===== src/rtl/mc_controller_pkg.sv =====
// Shared encodings for the multicycle MIPS-subset controller: opcodes, ALU codes,
// FSM states, instruction classes and the per-state control bundle.
package mc_controller_pkg;

  localparam logic [5:0] OP_RTYPE = 6'h00;
  localparam logic [5:0] OP_J     = 6'h02;
  localparam logic [5:0] OP_JAL   = 6'h03;
  localparam logic [5:0] OP_BEQ   = 6'h04;
  localparam logic [5:0] OP_ORI   = 6'h0D;
  localparam logic [5:0] OP_LUI   = 6'h0F;
  localparam logic [5:0] OP_LB    = 6'h20;
  localparam logic [5:0] OP_LW    = 6'h23;
  localparam logic [5:0] OP_SW    = 6'h2B;

  localparam logic [5:0] FN_SLL  = 6'h00;
  localparam logic [5:0] FN_JR   = 6'h08;
  localparam logic [5:0] FN_JALR = 6'h09;
  localparam logic [5:0] FN_ADDU = 6'h21;
  localparam logic [5:0] FN_SUBU = 6'h23;

  localparam logic [2:0] ALU_ADD = 3'd0;
  localparam logic [2:0] ALU_SUB = 3'd1;
  localparam logic [2:0] ALU_OR  = 3'd2;
  localparam logic [2:0] ALU_EQ  = 3'd3;
  localparam logic [2:0] ALU_LUI = 3'd4;
  localparam logic [2:0] ALU_SLL = 3'd5;

  localparam logic [1:0] DST_RT = 2'b00;
  localparam logic [1:0] DST_RD = 2'b01;
  localparam logic [1:0] DST_RA = 2'b10;

  localparam logic [1:0] WD_ALU = 2'b00;
  localparam logic [1:0] WD_MEM = 2'b01;
  localparam logic [1:0] WD_PC4 = 2'b10;

  localparam logic [1:0] NPC_SEQ    = 2'b00;
  localparam logic [1:0] NPC_BRANCH = 2'b01;
  localparam logic [1:0] NPC_JUMP   = 2'b10;
  localparam logic [1:0] NPC_REG    = 2'b11;

  typedef enum logic [2:0] {
    ST_FETCH  = 3'd0,
    ST_DECODE = 3'd1,
    ST_EXEC   = 3'd2,
    ST_MEM    = 3'd3,
    ST_WB     = 3'd4
  } state_t;

  typedef enum logic [3:0] {
    CL_ILLEGAL, CL_ADDU, CL_SUBU, CL_SLL, CL_JR, CL_JALR, CL_ORI,
    CL_LUI, CL_LW, CL_LB, CL_SW, CL_BEQ, CL_J, CL_JAL
  } instClass_t;

  typedef struct packed {
    logic       pcWe;
    logic       irWe;
    logic       regWe;
    logic       memWe;
    logic       memRe;
    logic [2:0] aluOp;
    logic       aluSrc;
    logic       extOp;
    logic [1:0] regDst;
    logic [1:0] wdSel;
    logic [1:0] npcSel;
    logic       lbSel;
    logic       branch;
  } ctrl_t;

  // Control word for a given state and latched class. ALU controls stay stable
  // through MEM and WB so the address and result do not move under the access.
  function automatic ctrl_t ctrlFor(state_t s, instClass_t c);
    ctrl_t k;
    logic  isLoad;
    logic  isRtype;
    k       = '0;
    isLoad  = (c == CL_LW) || (c == CL_LB);
    isRtype = (c == CL_ADDU) || (c == CL_SUBU) || (c == CL_SLL);
    case (s)
      ST_FETCH: begin
        k.irWe   = 1'b1;
        k.pcWe   = 1'b1;
        k.npcSel = NPC_SEQ;
      end
      ST_EXEC, ST_MEM, ST_WB: begin
        case (c)
          CL_ADDU: k.aluOp = ALU_ADD;
          CL_SUBU: k.aluOp = ALU_SUB;
          CL_SLL:  k.aluOp = ALU_SLL;
          CL_ORI: begin
            k.aluOp  = ALU_OR;
            k.aluSrc = 1'b1;
          end
          CL_LUI: begin
            k.aluOp  = ALU_LUI;
            k.aluSrc = 1'b1;
          end
          CL_LW, CL_LB, CL_SW: begin
            k.aluOp  = ALU_ADD;
            k.aluSrc = 1'b1;
            k.extOp  = 1'b1;
          end
          CL_BEQ:  k.aluOp = ALU_EQ;
          default: ;
        endcase
        if (s == ST_EXEC) begin
          case (c)
            CL_BEQ: begin
              k.branch = 1'b1;
              k.npcSel = NPC_BRANCH;
            end
            CL_J: begin
              k.pcWe   = 1'b1;
              k.npcSel = NPC_JUMP;
            end
            CL_JAL: begin
              k.pcWe   = 1'b1;
              k.npcSel = NPC_JUMP;
              k.regWe  = 1'b1;
              k.regDst = DST_RA;
              k.wdSel  = WD_PC4;
            end
            CL_JR: begin
              k.pcWe   = 1'b1;
              k.npcSel = NPC_REG;
            end
            CL_JALR: begin
              k.pcWe   = 1'b1;
              k.npcSel = NPC_REG;
              k.regWe  = 1'b1;
              k.regDst = DST_RD;
              k.wdSel  = WD_PC4;
            end
            default: ;
          endcase
        end
        if (s == ST_MEM) begin
          k.memWe = (c == CL_SW);
          k.memRe = isLoad;
        end
        if (s == ST_WB) begin
          k.regWe  = 1'b1;
          k.regDst = isRtype ? DST_RD : DST_RT;
          k.wdSel  = isLoad ? WD_MEM : WD_ALU;
          k.lbSel  = (c == CL_LB);
        end
      end
      default: ;
    endcase
    return k;
  endfunction

endpackage


===== src/rtl/mc_controller_decode.sv =====
// Combinational instruction classifier: maps op/func to an instruction class,
// with the optional sll/jalr/lb group removable at elaboration.
module mc_decode
  import mc_controller_pkg::*;
#(
  parameter int EXT_EN = 1
) (
  input  logic [5:0] op,
  input  logic [5:0] func,
  output instClass_t cls,
  output logic       illegal
);

  localparam logic extOn = (EXT_EN != 0);

  always_comb begin
    cls = CL_ILLEGAL;
    case (op)
      OP_RTYPE: begin
        case (func)
          FN_ADDU: cls = CL_ADDU;
          FN_SUBU: cls = CL_SUBU;
          FN_SLL:  if (extOn) cls = CL_SLL;
          FN_JR:   cls = CL_JR;
          FN_JALR: if (extOn) cls = CL_JALR;
          default: ;
        endcase
      end
      OP_ORI:  cls = CL_ORI;
      OP_LUI:  cls = CL_LUI;
      OP_LW:   cls = CL_LW;
      OP_LB:   if (extOn) cls = CL_LB;
      OP_SW:   cls = CL_SW;
      OP_BEQ:  cls = CL_BEQ;
      OP_J:    cls = CL_J;
      OP_JAL:  cls = CL_JAL;
      default: ;
    endcase
  end

  assign illegal = (cls == CL_ILLEGAL);

endmodule


===== src/rtl/mc_controller.sv =====
// Multicycle controller FSM (FETCH/DECODE/EXEC/MEM/WB). The control word is
// registered alongside the state; reset forces every output low immediately.
module mc_controller
  import mc_controller_pkg::*;
#(
  parameter int ALUOP_W     = 3,
  parameter int EXT_EN      = 1,
  parameter int MEM_WAIT_EN = 1
) (
  input  logic               clk,
  input  logic               reset,
  input  logic [5:0]         op,
  input  logic [5:0]         func,
  input  logic               zero,
  input  logic               mem_ready,
  output logic               pc_we,
  output logic               ir_we,
  output logic               reg_we,
  output logic               mem_we,
  output logic               mem_re,
  output logic [ALUOP_W-1:0] alu_op,
  output logic               alu_src,
  output logic               ext_op,
  output logic [1:0]         reg_dst,
  output logic [1:0]         wd_sel,
  output logic [1:0]         npc_sel,
  output logic               lb_sel,
  output logic               illegal,
  output logic [2:0]         state
);

  state_t     stateQ, stateD;
  instClass_t clsQ, clsD, decCls;
  ctrl_t      ctrlQ;
  logic       decIll;
  logic       memReady;
  logic       outOn;

  mc_decode #(.EXT_EN(EXT_EN)) uDecode (
    .op      (op),
    .func    (func),
    .cls     (decCls),
    .illegal (decIll)
  );

  assign memReady = (MEM_WAIT_EN != 0) ? mem_ready : 1'b1;

  always_comb begin
    stateD = ST_FETCH;
    clsD   = clsQ;
    case (stateQ)
      ST_FETCH: stateD = ST_DECODE;
      ST_DECODE: begin
        clsD   = decCls;
        stateD = decIll ? ST_FETCH : ST_EXEC;
      end
      ST_EXEC: begin
        case (clsQ)
          CL_LW, CL_LB, CL_SW:                    stateD = ST_MEM;
          CL_ADDU, CL_SUBU, CL_SLL, CL_ORI, CL_LUI: stateD = ST_WB;
          default:                                stateD = ST_FETCH;
        endcase
      end
      ST_MEM: begin
        if (!memReady)          stateD = ST_MEM;
        else if (clsQ == CL_SW) stateD = ST_FETCH;
        else                    stateD = ST_WB;
      end
      default: stateD = ST_FETCH;
    endcase
  end

  always_ff @(posedge clk or posedge reset) begin
    if (reset) begin
      stateQ <= ST_FETCH;
      clsQ   <= CL_ILLEGAL;
      ctrlQ  <= ctrlFor(ST_FETCH, CL_ILLEGAL);
    end else begin
      stateQ <= stateD;
      clsQ   <= clsD;
      ctrlQ  <= ctrlFor(stateD, clsD);
    end
  end

  // Reset and unused state encodings silence every output combinationally.
  assign outOn = !reset && (stateQ inside {ST_FETCH, ST_DECODE, ST_EXEC, ST_MEM, ST_WB});

  assign pc_we   = outOn & (ctrlQ.pcWe | (ctrlQ.branch & zero));
  assign ir_we   = outOn & ctrlQ.irWe;
  assign reg_we  = outOn & ctrlQ.regWe;
  assign mem_we  = outOn & ctrlQ.memWe;
  assign mem_re  = outOn & ctrlQ.memRe;
  assign alu_op  = outOn ? ALUOP_W'(ctrlQ.aluOp) : '0;
  assign alu_src = outOn & ctrlQ.aluSrc;
  assign ext_op  = outOn & ctrlQ.extOp;
  assign reg_dst = outOn ? ctrlQ.regDst : 2'b00;
  assign wd_sel  = outOn ? ctrlQ.wdSel : 2'b00;
  assign npc_sel = outOn ? ctrlQ.npcSel : 2'b00;
  assign lb_sel  = outOn & ctrlQ.lbSel;
  assign illegal = outOn & (stateQ == ST_DECODE) & decIll;
  assign state   = stateQ;

endmodule


===== config.mk =====
export PLATFORM = sky130hd
export DESIGN_NAME = mc_controller
export DESIGN_NICKNAME = d
export VERILOG_FILES = /design/src/rtl/mc_controller_pkg.sv /design/src/rtl/mc_controller_decode.sv /design/src/rtl/mc_controller.sv
export SDC_FILE = /design/constraint.sdc
export NUM_CORES = 1
export LEC_CHECK = 0
export ABC_AREA = 1
export BUFFER_PORTS_ARGS = -buffer_cell sky130_fd_sc_hd__buf_4
export CAP_MARGIN = 5
export CORE_MARGIN = 3
export CORE_UTILIZATION = 52
export CTS_CLUSTER_DIAMETER = 80
export CTS_CLUSTER_SIZE = 8
export DETAILED_ROUTE_END_ITERATION = 7
export PLACE_DENSITY = 0.82
export SYNTH_ARGS = -nofsm -noshare
export SYNTH_HDL_FRONTEND = slang
export SYNTH_SLANG_ARGS = --single-unit

===== constraint.sdc =====
create_clock -name clk -period 1.8 [get_ports clk]
set_clock_uncertainty 0.1 [all_clocks]
set_input_delay 0.09 -clock clk [delete_from_list [all_inputs] [get_ports clk]]
set_output_delay 0.09 -clock clk [all_outputs]
set_load 0.02 [all_outputs]

==> out/results.ini, run 1 <==
[run_status]
outcome=finished clean

[clock_network]
clk_pin_slew_worst_paths_ps=130
htree_num_levels=1
cts_tree=done
cts-root-buf=clkbuf_4
clock_path_buffers=2
cts_buffers=3
insertion_delay_ps=310
cts_sinks=25

[die]
fp.dieW_um=59.6
design.die.area_mm2=0.00355
coreArea_mm2=0.00259
rows=18
ioPinCount=37
die_y_um=59.6
start_util_pct=57.6

[worst_hold_path]
hold_class=in -> reg
hp-start=mem_ready

[worst_setup_path]
setup.worst_path.start=state[2]
worst-endpoint-arrival_ps=1510
path_cells=buf_4 > inv_1 > o21ai_1 > buf_6 > nor2_1 > buf_4
crit_top_cell=buf_4
worst-setup-path-type=reg -> out
path_delay_family=buffers and inverters
startpoint_type=flop
slowest_stage=dfrtp_1
cp.required_ps=1610
critical_path.max_fanout=17
timing.rr.start=state[0]
end_kind=output pin
cpPeakStageDelay_ps=420
cp_num_buf_inv=4

[synth]
synthTopCellsByArea=dfrtp_1 39%, inv_1 11%, nand2_1 11%
ys_top_cells_by_count=45 x inv_1, 45 x nand2_1, 43 x nor2_1, 23 x dfrtp_1, 16 x nand3_1
ys_types=24
yosysWarningCount=0
async_reset_ff_share_pct=100
syn_avg_cell_area_um2=6.94
synthFlopType=dfrtp_1
synthesis.nets=231
synth_top_cell_area_share_pct=38.6
ys_ff_latch=25
yosysTopAreaCell=dfrtp_1
syn_area_mm2=0.00149
synthCells=215
seq_area_frac_synth_pct=42.1
synth-edff-count=0

[sta]
fmax_mhz=590
fin_crit_sh_pct=94.2
grt_setup_unrepaired=true
slew_headroom_pct=78.5
finalCriticalPeriod_ps=1700
setup_tns_ps=0
finalSetupViolations=0
drv_slew=0
hold_viol_final=0
fin_ws_ps=104
worst_slew_pin_slew_ps=323
whs_ps=77.7

[placement]
io_buffers=36
dp_hpwl_mm=2.61
dpl.cell_count=289
finalWeightedCongestion=0.932
pre_cts_ws_ps=160

[cells_and_area]
fin_util_pct=76.1
syn2layout_area_growth_pct=32.0
final_layout_size_suffix_gt1_share_pct=30.3
fillers=213
antenna_cells=0
layoutNonFillerInstCount=297
nNetsFinal=284

[grt]
grt_pass1_wl_mm=5.33
grt_max_degree=26
grt_use_total_pct=19.7
antenna_found_initial=0
grt_pass1_vias=1312
gr-total-overflow=0

[drt]
ant_nets=0
wl_per_cell_um=11.0
drt-total-wl_mm=3.26
drc=0
drt_first_pass_iters=4
vias=1453
via_per_inst=4.89
drt_iter0_markers=56

[power_and_ir_drop]
power.leakage_nw=1.14
powerDensity_mw_per_mm2=1220
ir_drop_v=0.00118

[run]
cap_violations=0

-- power by group --
part	internal, mW	switching, mW
registers	0.693	0.0672
logic	0.542	0.858
clock network	0.0830	0.159
-- through the flow --
stage | area (µm²) | total power [mW]
2_1_floorplan | 1490 | 1.58
3_3_place_gp | 1860 | 1.98
3_5_place_dp | 1860 | 2.00
4_1_cts | 1900 | 2.25
5_1_grt | 1970 | 2.58
6_report | 1970 | 2.40
-- layout make-up --
cell class              count  area, µm²  share of cell area (%)
inverters                  47        179                    9.08
clock buffers               3       22.5                    1.14
well taps                  30       37.5                    1.90
clock inverters             1       5.00                   0.254
multi-input cells         142        721                    36.6
flip-flops and latches     25        628                    31.9
repair buffers             49        378                    19.2
-- kinds of logic after synthesis --
| logic type | Yosys count | share of synthesized area [%] |
|---|---|---|
| AND/OR/NAND/NOR | 131 | 40.6 |
| flip-flops | 25 | 42.1 |
| buffers and inverters | 48 | 12.2 |
| AO/OA/AOI/OAI | 11 | 5.11 |
-- registers in the layout, summed over array words and instances, names as in the netlist --
name,cells
state,3
clsQ,4
ctrlQ,18
-- what timing repair did --
item,4_1_cts,5_1_grt
setup endpoints to repair,0,21
hold buffers,1,0
setup buffers,0,3
endpoints found under the hold margin,23,0
resized for setup,0,10
-- tightest hold or removal path, cell delays in order --
cell	delay, ps
buf_4	90
a31oi_1	60
buf_4	150
nand2_1	60
-- placed cells by master, fill, tap and decap left out --
| master | instances |
|---|---|
| a21oi_1 | 5 |
| dfstp_2 | 2 |
| nor2_2 | 6 |
| nor3_4 | 2 |
| nand2_4 | 2 |
| nor3_2 | 1 |
| nand3_2 | 3 |
| o21ai_4 | 1 |
| o21ai_2 | 1 |
| clkinv_2 | 1 |
| inv_2 | 1 |
| clkbuf_4 | 3 |
| nor2b_1 | 1 |
| inv_1 | 45 |
| nand2_2 | 6 |
| a21oi_4 | 1 |
| dlygate4sd3_1 | 1 |
| nor2_4 | 2 |
| nand2_1 | 45 |
| buf_6 | 2 |
| nor3_1 | 3 |
| dfrtp_1 | 23 |
| nand3_1 | 15 |
| inv_4 | 1 |
| o21ai_1 | 1 |
| nand4_1 | 4 |
| buf_4 | 46 |
| nor2_1 | 41 |
| a31oi_1 | 2 |
-- metal layers --
| metal | part of all wire (%) | routed length (µm) | GRT usage, % | vias up |
|---|---|---|---|---|
| met5 | 0 | 0 | 0 | - |
| met4 | 1.7 | 56 | 6.65 | 0 |
| met3 | 4.2 | 138 | 2.61 | 10 |
| met2 | 50 | 1630 | 32.8 | 36 |
| met1 | 44 | 1430 | 26.2 | 655 |
| li1 | - | - | - | 752 |
-- path summary, 6_finish.rpt --
check,slack (ps),cells after the start,endpoint
max reg2reg,160,8,ctrlQ[7]
max in group asynchronous,980,4,ctrlQ[17]
min,80,4,ctrlQ[15]
min in group asynchronous,340,4,ctrlQ[13]
min reg2reg,530,2,clsQ[2]
max,100,6,wd_sel[0]
Note: power is estimated with default switching activity, not from simulation.
==> inputs of run 2 (changes only) <==
--- a/config.mk
+++ b/config.mk
@@ -14,6 +14,7 @@
 export CTS_CLUSTER_SIZE = 8
 export DETAILED_ROUTE_END_ITERATION = 7
 export PLACE_DENSITY = 0.82
+export RECOVER_POWER = 100
 export SYNTH_ARGS = -nofsm -noshare
 export SYNTH_HDL_FRONTEND = slang
 export SYNTH_SLANG_ARGS = --single-unit
==> out/results.ini, run 2 (synthesis gave the netlist of run 1 again) <==
[worst_setup_path]
worst-r2r-cell-count=8  ; unchanged
startpoint_type=flop
cp.required_ps=1610  ; about the same
critical_path.max_fanout=17  ; unchanged
timing.rr.start=state[0]
worst-endpoint-arrival_ps=1510  ; about the same
worst-setup-path-type=reg -> out
r2r_slack_ps=160  ; about the same
reg2reg_to=ctrlQ[7]
end_kind=output pin

[clock_network]
insertion_delay_ps=310  ; about the same
clk_pin_slew_worst_paths_ps=130  ; about the same
cts_tree=done
clock_path_buffers=2  ; unchanged
cts_buffers=3  ; unchanged
cts-root-buf=clkbuf_4
cts_sinks=25  ; unchanged
htree_num_levels=1  ; unchanged

[die]
fp.dieW_um=59.6  ; unchanged
die_y_um=59.6  ; unchanged
start_util_pct=57.6  ; unchanged
coreArea_mm2=0.00259  ; unchanged
rows=18  ; unchanged
ioPinCount=37  ; unchanged
design.die.area_mm2=0.00355  ; unchanged

[cells_and_area]
final_layout_size_suffix_gt1_share_pct=29.6  ; -0.75 points
fin_area_mm2=0.00196  ; -0.51%
antenna_cells=0  ; unchanged
largest_register_ffs=18  ; unchanged
layoutNonFillerInstCount=297  ; unchanged
fin_util_pct=75.7  ; -0.39 points
layout_common_cells=45 x inv_1, 45 x nand2_1, 43 x buf_4, 41 x nor2_1, 23 x dfrtp_1
syn2layout_area_growth_pct=31.3
largest-register=ctrlQ
nNetsFinal=284  ; unchanged

[sta]
fin_crit_sh_pct=94.2  ; about the same
grt_setup_unrepaired=true
worst_slew_pin_slew_ps=597  ; +274 ps
hold_viol_final=0  ; unchanged
drv_slew=0  ; unchanged
whs_ps=78.1  ; +0.472 ps
fmax_mhz=590  ; about the same
finalCriticalPeriod_ps=1700  ; -0.514 ps
slew_headroom_pct=60.2  ; -18 points
finalSetupViolations=0  ; unchanged
fin_ws_ps=105  ; +0.514 ps
setup_tns_ps=0  ; unchanged

[drt]
vias=1462  ; +0.62%
via_per_inst=4.92  ; +0.62%
wl_per_cell_um=11.0  ; about the same
ant_nets=0  ; unchanged
drc=0  ; unchanged
drt_first_pass_iters=4  ; unchanged
drt-total-wl_mm=3.26  ; about the same
drt_iter0_markers=49  ; -13%

[placement]
io_buffers=36  ; unchanged
pre_cts_ws_ps=160  ; unchanged
dpl.cell_count=289  ; unchanged
finalWeightedCongestion=0.932  ; unchanged
dp_hpwl_mm=2.61  ; unchanged
dpl_cell_area_mm2=0.00186  ; unchanged

[grt]
gr-total-overflow=0  ; unchanged
grt_pass1_vias=1312  ; unchanged
antenna_found_initial=0  ; unchanged
grt_use_total_pct=19.7  ; unchanged
grt_pass1_wl_mm=5.33  ; unchanged
grt_max_degree=26  ; unchanged

[worst_hold_path]
hold_class=in -> reg
hold_end=ctrlQ[15]
hp-start=mem_ready
hold_depth=4  ; unchanged

[power_and_ir_drop]
total_power_mw=2.39  ; -0.45%
power.leakage_nw=1.13  ; -0.70%
powerDensity_mw_per_mm2=1220  ; about the same
ir_drop_v=0.00118  ; +0.43%

[run_status]
outcome=finished clean

[run]
cap_violations=0  ; unchanged

[run 2: what timing repair did]
action / 4_1_cts / 5_1_grt
hold endpoints to repair: 23 / 0
gates resized for setup: 0 / 10
setup endpoints to repair: 0 / 21
hold buffers: 1 / 0
setup buffers: 0 / 3
[run 2: area by class of cell]
cell class / instances / area (µm²)
repair buffers: 49 / 368
well taps: 30 / 37.5
fillers: 217 / 629
flip-flops and latches: 25 / 628
clock buffers: 3 / 22.5
multi-input cells: 142 / 721
clock inverters: 1 / 5.00
inverters: 47 / 179
[run 2: worst max-delay path: stages, from the launching register on]
cell and delay, ps:
dfrtp_1 420, buf_4 160, inv_1 60, o21ai_1 160, buf_6 190, nor2_1 60, buf_4 150
[run 2: power breakdown]
group	total, mW	internal [mW]	switching, mW
logic	1.39	0.531	0.859
registers	0.761	0.693	0.0674
clock network	0.242	0.0829	0.159
total	2.39	1.31	1.08
[run 2: worst max-delay path by stage]
stage	endpoint	slack, ps	cells after the start	from
floorplan	ctrlQ[11]	70	11	state[0]
detailed placement	ctrlQ[6]	160	8	state[1]
global placement	ctrlQ[11]	170	9	state[1]
finish	wd_sel[0]	100	6	state[2]
global route	ctrlQ[9]	-20	10	state[0]
CTS	illegal	40	4	state[1]
[run 2: per-layer routing]
layer  vias to the layer above  GRT usage (%)  part of all wire [%]
met5                         -              0                     0
met4                         0           6.65                   1.5
met3                         6           2.61                   4.6
met2                        39           32.8                    50
met1                       665           26.2                    44
li1                        752              -                     -
